`config.mk`:
```
export PLATFORM = sky130hd
export DESIGN_NAME = demultiplexor_1a6_16bits_reg
export DESIGN_NICKNAME = d
export VERILOG_FILES = /design/src/rtl/demultiplexor_1a6_16bits_reg.sv
export SDC_FILE = /design/constraint.sdc
export NUM_CORES = 1
export LEC_CHECK = 0
export BUFFER_PORTS_ARGS = -buffer_cell sky130_fd_sc_hd__clkbuf_2
export CAP_MARGIN = 10
export CORE_ASPECT_RATIO = 0.7
export CORE_MARGIN = 5
export CORE_UTILIZATION = 25
export CTS_CLUSTER_SIZE = 28
export DETAILED_ROUTE_END_ITERATION = 10
export GPL_ROUTABILITY_DRIVEN = 0
export PLACE_DENSITY_LB_ADDON = 0.1
export RECOVER_POWER = 100
export REMOVE_ABC_BUFFERS = 1
export SKIP_CTS_REPAIR_TIMING = 1
export SLEW_MARGIN = 30
export SYNTH_ARGS = -nofsm -noshare
export SYNTH_HDL_FRONTEND = slang
export SYNTH_SLANG_ARGS = --single-unit
```
`constraint.sdc`:
```
create_clock -name clk_i -period 2.25 [get_ports clk_i]
set_clock_uncertainty 0.1 [all_clocks]
set_input_delay 0.1125 -clock clk_i [delete_from_list [all_inputs] [get_ports clk_i]]
set_output_delay 0.1125 -clock clk_i [all_outputs]
set_load 0.05 [all_outputs]
```
`src/rtl/demultiplexor_1a6_16bits_reg.sv`:
```
// Purpose: registered 1-to-6 demultiplexer; steers each input word to one of six lane holding registers by sel_i.
// Latency: one cycle from input transfer to out_valid_o[n]; lane can be consumed at the following edge.
// Backpressure: in_ready_o drops only when the addressed lane is full and its consumer is not taking it this cycle; invalid lanes always accept (and drop).
//
// Ports:
//   clk_i          single clock, rising edge
//   rst_n_i        asynchronous active-low reset, clears all state
//   in_i, sel_i    input word and destination lane (0..5 valid, 6/7 dropped)
//   in_valid_i     input word present
//   in_ready_o     input accepted this cycle (combinational from sel_i/out_ready_i)
//   out_a_o..out_f_o  lane holding registers
//   out_valid_o    per-lane "holds an undelivered word"
//   out_ready_i    per-lane consumer ready
//   drop_cnt_o     saturating count of words dropped for an invalid lane
//   clr_drop_i     synchronous clear of drop_cnt_o (wins over increment)
module demultiplexor_1a6_16bits_reg #(
    parameter int WIDTH  = 16,
    parameter int DROP_W = 8
) (
    input  logic              clk_i,
    input  logic              rst_n_i,
    input  logic [WIDTH-1:0]  in_i,
    input  logic [2:0]        sel_i,
    input  logic              in_valid_i,
    output logic              in_ready_o,
    output logic [WIDTH-1:0]  out_a_o,
    output logic [WIDTH-1:0]  out_b_o,
    output logic [WIDTH-1:0]  out_c_o,
    output logic [WIDTH-1:0]  out_d_o,
    output logic [WIDTH-1:0]  out_e_o,
    output logic [WIDTH-1:0]  out_f_o,
    output logic [5:0]        out_valid_o,
    input  logic [5:0]        out_ready_i,
    output logic [DROP_W-1:0] drop_cnt_o,
    input  logic              clr_drop_i
);

    localparam logic [2:0]        LAST_LANE = 3'd5;
    localparam logic [DROP_W-1:0] DROP_MAX  = {DROP_W{1'b1}};

    logic [WIDTH-1:0]  data_q [6];
    logic [WIDTH-1:0]  data_d [6];
    logic [5:0]        vld_q;
    logic [5:0]        vld_d;
    logic [DROP_W-1:0] drop_q;
    logic [DROP_W-1:0] drop_d;

    logic sel_bad;
    logic accept;
    logic load;
    logic drop;

    // Padded to 8 bits so sel_i can index them without an out-of-range read;
    // the padding entries are never used because sel_bad short-circuits them.
    logic [7:0] vld_ext;
    logic [7:0] rdy_ext;

    assign vld_ext = {2'b00, vld_q};
    assign rdy_ext = {2'b00, out_ready_i};

    assign sel_bad    = (sel_i > LAST_LANE);
    // A full lane can still accept when its consumer drains it in the same cycle.
    assign in_ready_o = sel_bad | ~vld_ext[sel_i] | rdy_ext[sel_i];
    assign accept     = in_valid_i & in_ready_o;
    assign load       = accept & ~sel_bad;
    assign drop       = accept &  sel_bad;

    always_comb begin
        for (int n = 0; n < 6; n++) begin
            data_d[n] = data_q[n];
            // Drain first, then a same-cycle load re-sets the valid bit: no bubble.
            vld_d[n]  = vld_q[n] & ~out_ready_i[n];
            if (load && (sel_i == 3'(n))) begin
                data_d[n] = in_i;
                vld_d[n]  = 1'b1;
            end
        end
    end

    always_comb begin
        drop_d = drop_q;
        if (clr_drop_i) begin
            drop_d = '0;
        end else if (drop && (drop_q != DROP_MAX)) begin
            drop_d = drop_q + 1'b1;
        end
    end

    always_ff @(posedge clk_i or negedge rst_n_i) begin
        if (!rst_n_i) begin
            for (int n = 0; n < 6; n++) begin
                data_q[n] <= '0;
            end
            vld_q  <= '0;
            drop_q <= '0;
        end else begin
            for (int n = 0; n < 6; n++) begin
                data_q[n] <= data_d[n];
            end
            vld_q  <= vld_d;
            drop_q <= drop_d;
        end
    end

    assign out_a_o     = data_q[0];
    assign out_b_o     = data_q[1];
    assign out_c_o     = data_q[2];
    assign out_d_o     = data_q[3];
    assign out_e_o     = data_q[4];
    assign out_f_o     = data_q[5];
    assign out_valid_o = vld_q;
    assign drop_cnt_o  = drop_q;

endmodule

```
==> impl_metrics.py <==
metrics = {
    "cells_and_area": {
        "layout-drive-gt1-share": 0.344,
        "n_fill_cell": 1784,
        "diodes": 0,
        "fin_nets": 470,
        "area_delta_synth_final_pct": 28.4,
    },
    "synthesis": {
        "yosys_warnings": 0,
        "syn_area_sq_um": 4410,
        "synth_area_leaders": "dfrtp_1 62%, mux2_2 25%, nand2b_1 1.1%",
        "syn_area_per_cell_sq_um": 15.7,
        "synthXorXnorAreaFrac": 0,
        "synth_cell_type_count": 33,
        "synth_seq_cells": 110,
        "synthAdderAreaFrac": 0.00283,
        "synth_compound_area_frac": 0.0238,
        "synth_top_cell_by_area": "dfrtp_1",
        "synthMuxAreaShare": 0.257,
        "seq_area_frac_synth": 0.624,
        "synth_cells": 282,
        "synthSimpleGateAreaFrac": 0.0709,
        "synth_top_area_frac": 0.624,
        "synth_top_family_by_area": "multiplexers",
    },
    "timing": {
        "finalHoldViolations": 15,
        "min_period_ns": 1.96,
        "relSlewSlack": 0.477,
        "fin_crit_sh": 0.872,
        "setup_viol": 0,
        "finalWorstSetupSlack_ns": 0.287,
        "max_freq_mhz": 509,
        "whs_ns": -0.0258,
        "drv_slew": 0,
        "setup_tns_ns": 0,
        "rsz0062_at_grt": "false",
        "worstMarginPinSlew_ns": 0.784,
    },
    "clock_tree": {
        "clkTransAtPathRegs_ns": 0.07,
        "clock_sink_count": 110,
        "root_buffer": "clkbuf_16",
        "cts_buffer_depth": 2,
        "htreeDepth": 3,
        "clk_latency_ns": 0.34,
        "cts-buffers-inserted": 9,
        "cts_tree": "built",
    },
    "drt": {
        "num_vias": 2928,
        "wl_met1_microns": 5850,
        "routedWlPerCell_microns": 17.9,
        "avgViaCountPerCell": 4.33,
        "wl_met3_microns": 1110,
        "highest_layer": "met4",
        "firstDrtPassIters": 4,
        "drt-total-wl_microns": 12100,
        "drt.antenna.violating_nets": 0,
        "drc_errors": 0,
        "route.met2.wl_microns": 4990,
        "first_iter_violations": 164,
    },
    "placement": {
        "place_ws_ns": 0.434,
        "hpwl_microns": 8410,
        "numPortBuffers": 139,
    },
    "worst_setup_path": {
        "start_kind": "register",
        "path_class": "reg2reg",
        "r2r-start": "out_valid_o[1]$_DFF_PN0_",
        "worstPathMaxFanout": 9,
        "worstPathRequired_ns": 2.38,
        "startpoint": "out_valid_o[1]$_DFF_PN0_",
        "cp-end-kind": "register",
        "worst_ep_arrival_time_ns": 2.09,
    },
    "global_routing": {
        "grt_pass1_vias": 2978,
        "grt.overflow.total": 0,
        "grt_pass1_wl_microns": 18600,
        "grt_max_degree": 55,
        "grt_usage": 0.119,
        "antenna_found_initial": 0,
    },
    "power": {
        "pwr_density_cell_nw_per_um2": 1170,
        "p_leak_nw": 2.44,
        "peakVddDrop_uv": 459,
    },
    "worst_hold_path": {
        "min_path_type": "in2reg",
        "hp-start": "out_ready_i[1]",
    },
    "floorplanning": {
        "rows": 40,
        "die_y_microns": 121,
        "core_sq_um": 17300,
        "die-area_sq_um": 20500,
        "start_util": 0.256,
        "dieWidth_microns": 169,
        "pin_count": 140,
    },
    "status": {
        "violations": "negative hold slack",
        "status": "complete, but fails checks",
    },
    "run": {
        "drv_cap": 0,
    },
}
==> metal layers <==
layer  vias to the layer above  GRT usage
li1                       1351          -
met1                      1466      0.167
met2                       101      0.164
met3                        10     0.0573
met4                         0     0.0319
met5                         -          0
==> state kept, by name, indices dropped and copies added, names as in the netlist <==
register / count
out_b_o: 16
out_valid_o: 6
out_c_o: 16
drop_cnt_o: 8
out_d_o: 16
out_e_o: 16
out_f_o: 16
out_a_o: 16
==> synthesized netlist by cell type <==
| master | instances |
|---|---|
| a211oi_1 | 5 |
| a21oi_1 | 4 |
| a2bb2oi_1 | 1 |
| a311oi_1 | 2 |
| a31oi_1 | 2 |
| a41oi_1 | 1 |
| and2_1 | 1 |
| and2b_2 | 1 |
| and3_1 | 5 |
| and4_1 | 4 |
| and4b_1 | 1 |
| buf_1 | 1 |
| buf_12 | 1 |
| buf_2 | 4 |
| buf_4 | 1 |
| buf_6 | 4 |
| dfrtp_1 | 110 |
| ha_1 | 1 |
| mux2_2 | 97 |
| mux2i_1 | 2 |
| mux4_2 | 1 |
| nand2_1 | 6 |
| nand2b_1 | 8 |
| nand3_1 | 3 |
| nand3_2 | 2 |
| nand3_4 | 1 |
| nand4_1 | 3 |
| nand4_2 | 1 |
| nor2_1 | 3 |
| nor2b_1 | 2 |
| nor2b_4 | 2 |
| nor3_1 | 1 |
| nor4b_1 | 1 |
==> cell families (layout without fill, tap and decap cells) <==
logic type / after synthesis / after routing
AO/OA/AOI/OAI: 15 / 15
adder cells (fa/ha/maj): 1 / 1
buffers and inverters: 11 / 174
flip-flops: 110 / 110
multiplexers: 100 / 100
AND/OR/NAND/NOR: 45 / 45
==> final cells by class <==
class	count	area (sq um)	area share
Sequential cell	110	2750	0.486
Multi-Input combinational cell	161	1560	0.275
Timing Repair Buffer	158	743	0.131
Tap cell	231	289	0.0510
Clock buffer	11	243	0.0428
Clock inverter	5	82.6	0.0146
==> stage by stage <==
stage | util | power, W | std cells | hold slack [ns] | area, sq um
final | 0.328 | 0.00663 | 676 | -0.0258 | 5670
after global routing | 0.328 | 0.00696 | 676 | -0.00285 | 5670
after CTS | 0.330 | 0.00684 | 662 | -0.426 | 5690
after detailed placement | 0.311 | 0.00507 | 646 | -0.0407 | 5370
after global placement | 0.311 | 0.00505 | 646 | -0.0416 | 5370
after floorplan | - | 0.00438 | 271 | -0.283 | 4320
==> worst paths after layout <==
kind                            slack (ns)                        to  depth (start not counted)
max in group asynchronous             0.78   out_e_o[10]$_DFFE_PN0P_                          3
worst min register to register        0.41    out_c_o[8]$_DFFE_PN0P_                          1
min in group asynchronous             0.13    out_b_o[9]$_DFFE_PN0P_                          2
worst min-delay path                 -0.03  out_valid_o[1]$_DFF_PN0_                          3
worst max register to register        0.29   out_b_o[11]$_DFFE_PN0P_                          4
worst max-delay path                  0.29   out_b_o[11]$_DFFE_PN0P_                          4
==> power by group <==
group | switching (W) | total, W | leakage [nW] | internal [W]
Sequential | 0.000221 | 0.00259 | 1.34 | 0.00237
Combinational | 0.00183 | 0.00232 | 0.932 | 0.000490
Clock | 0.000719 | 0.00173 | 0.160 | 0.00101
Total | 0.00276 | 0.00663 | 2.44 | 0.00387
==> worst max-delay path, stage by stage, from the launching register on <==
cell and delay, ns:
dfrtp_1 0.38, nand2b_1 0.12, nand4_1 0.57, buf_12 0.39
mux2_2 0.27
==> cells in the final DEF (no fill, tap or decap), types with 4 or more instances in the layout <==
cell and n:
nand4_1 4, and3_1 5, mux2_2 97, clkbuf_2 31
a21oi_1 4, nand2b_1 8, dlygate4sd3_1 14, and4_1 4
a211oi_1 5, clkbuf_1 111, dfrtp_1 110, nand2_1 6
clkbuf_16 9
Power figures use the tool's default switching activity.
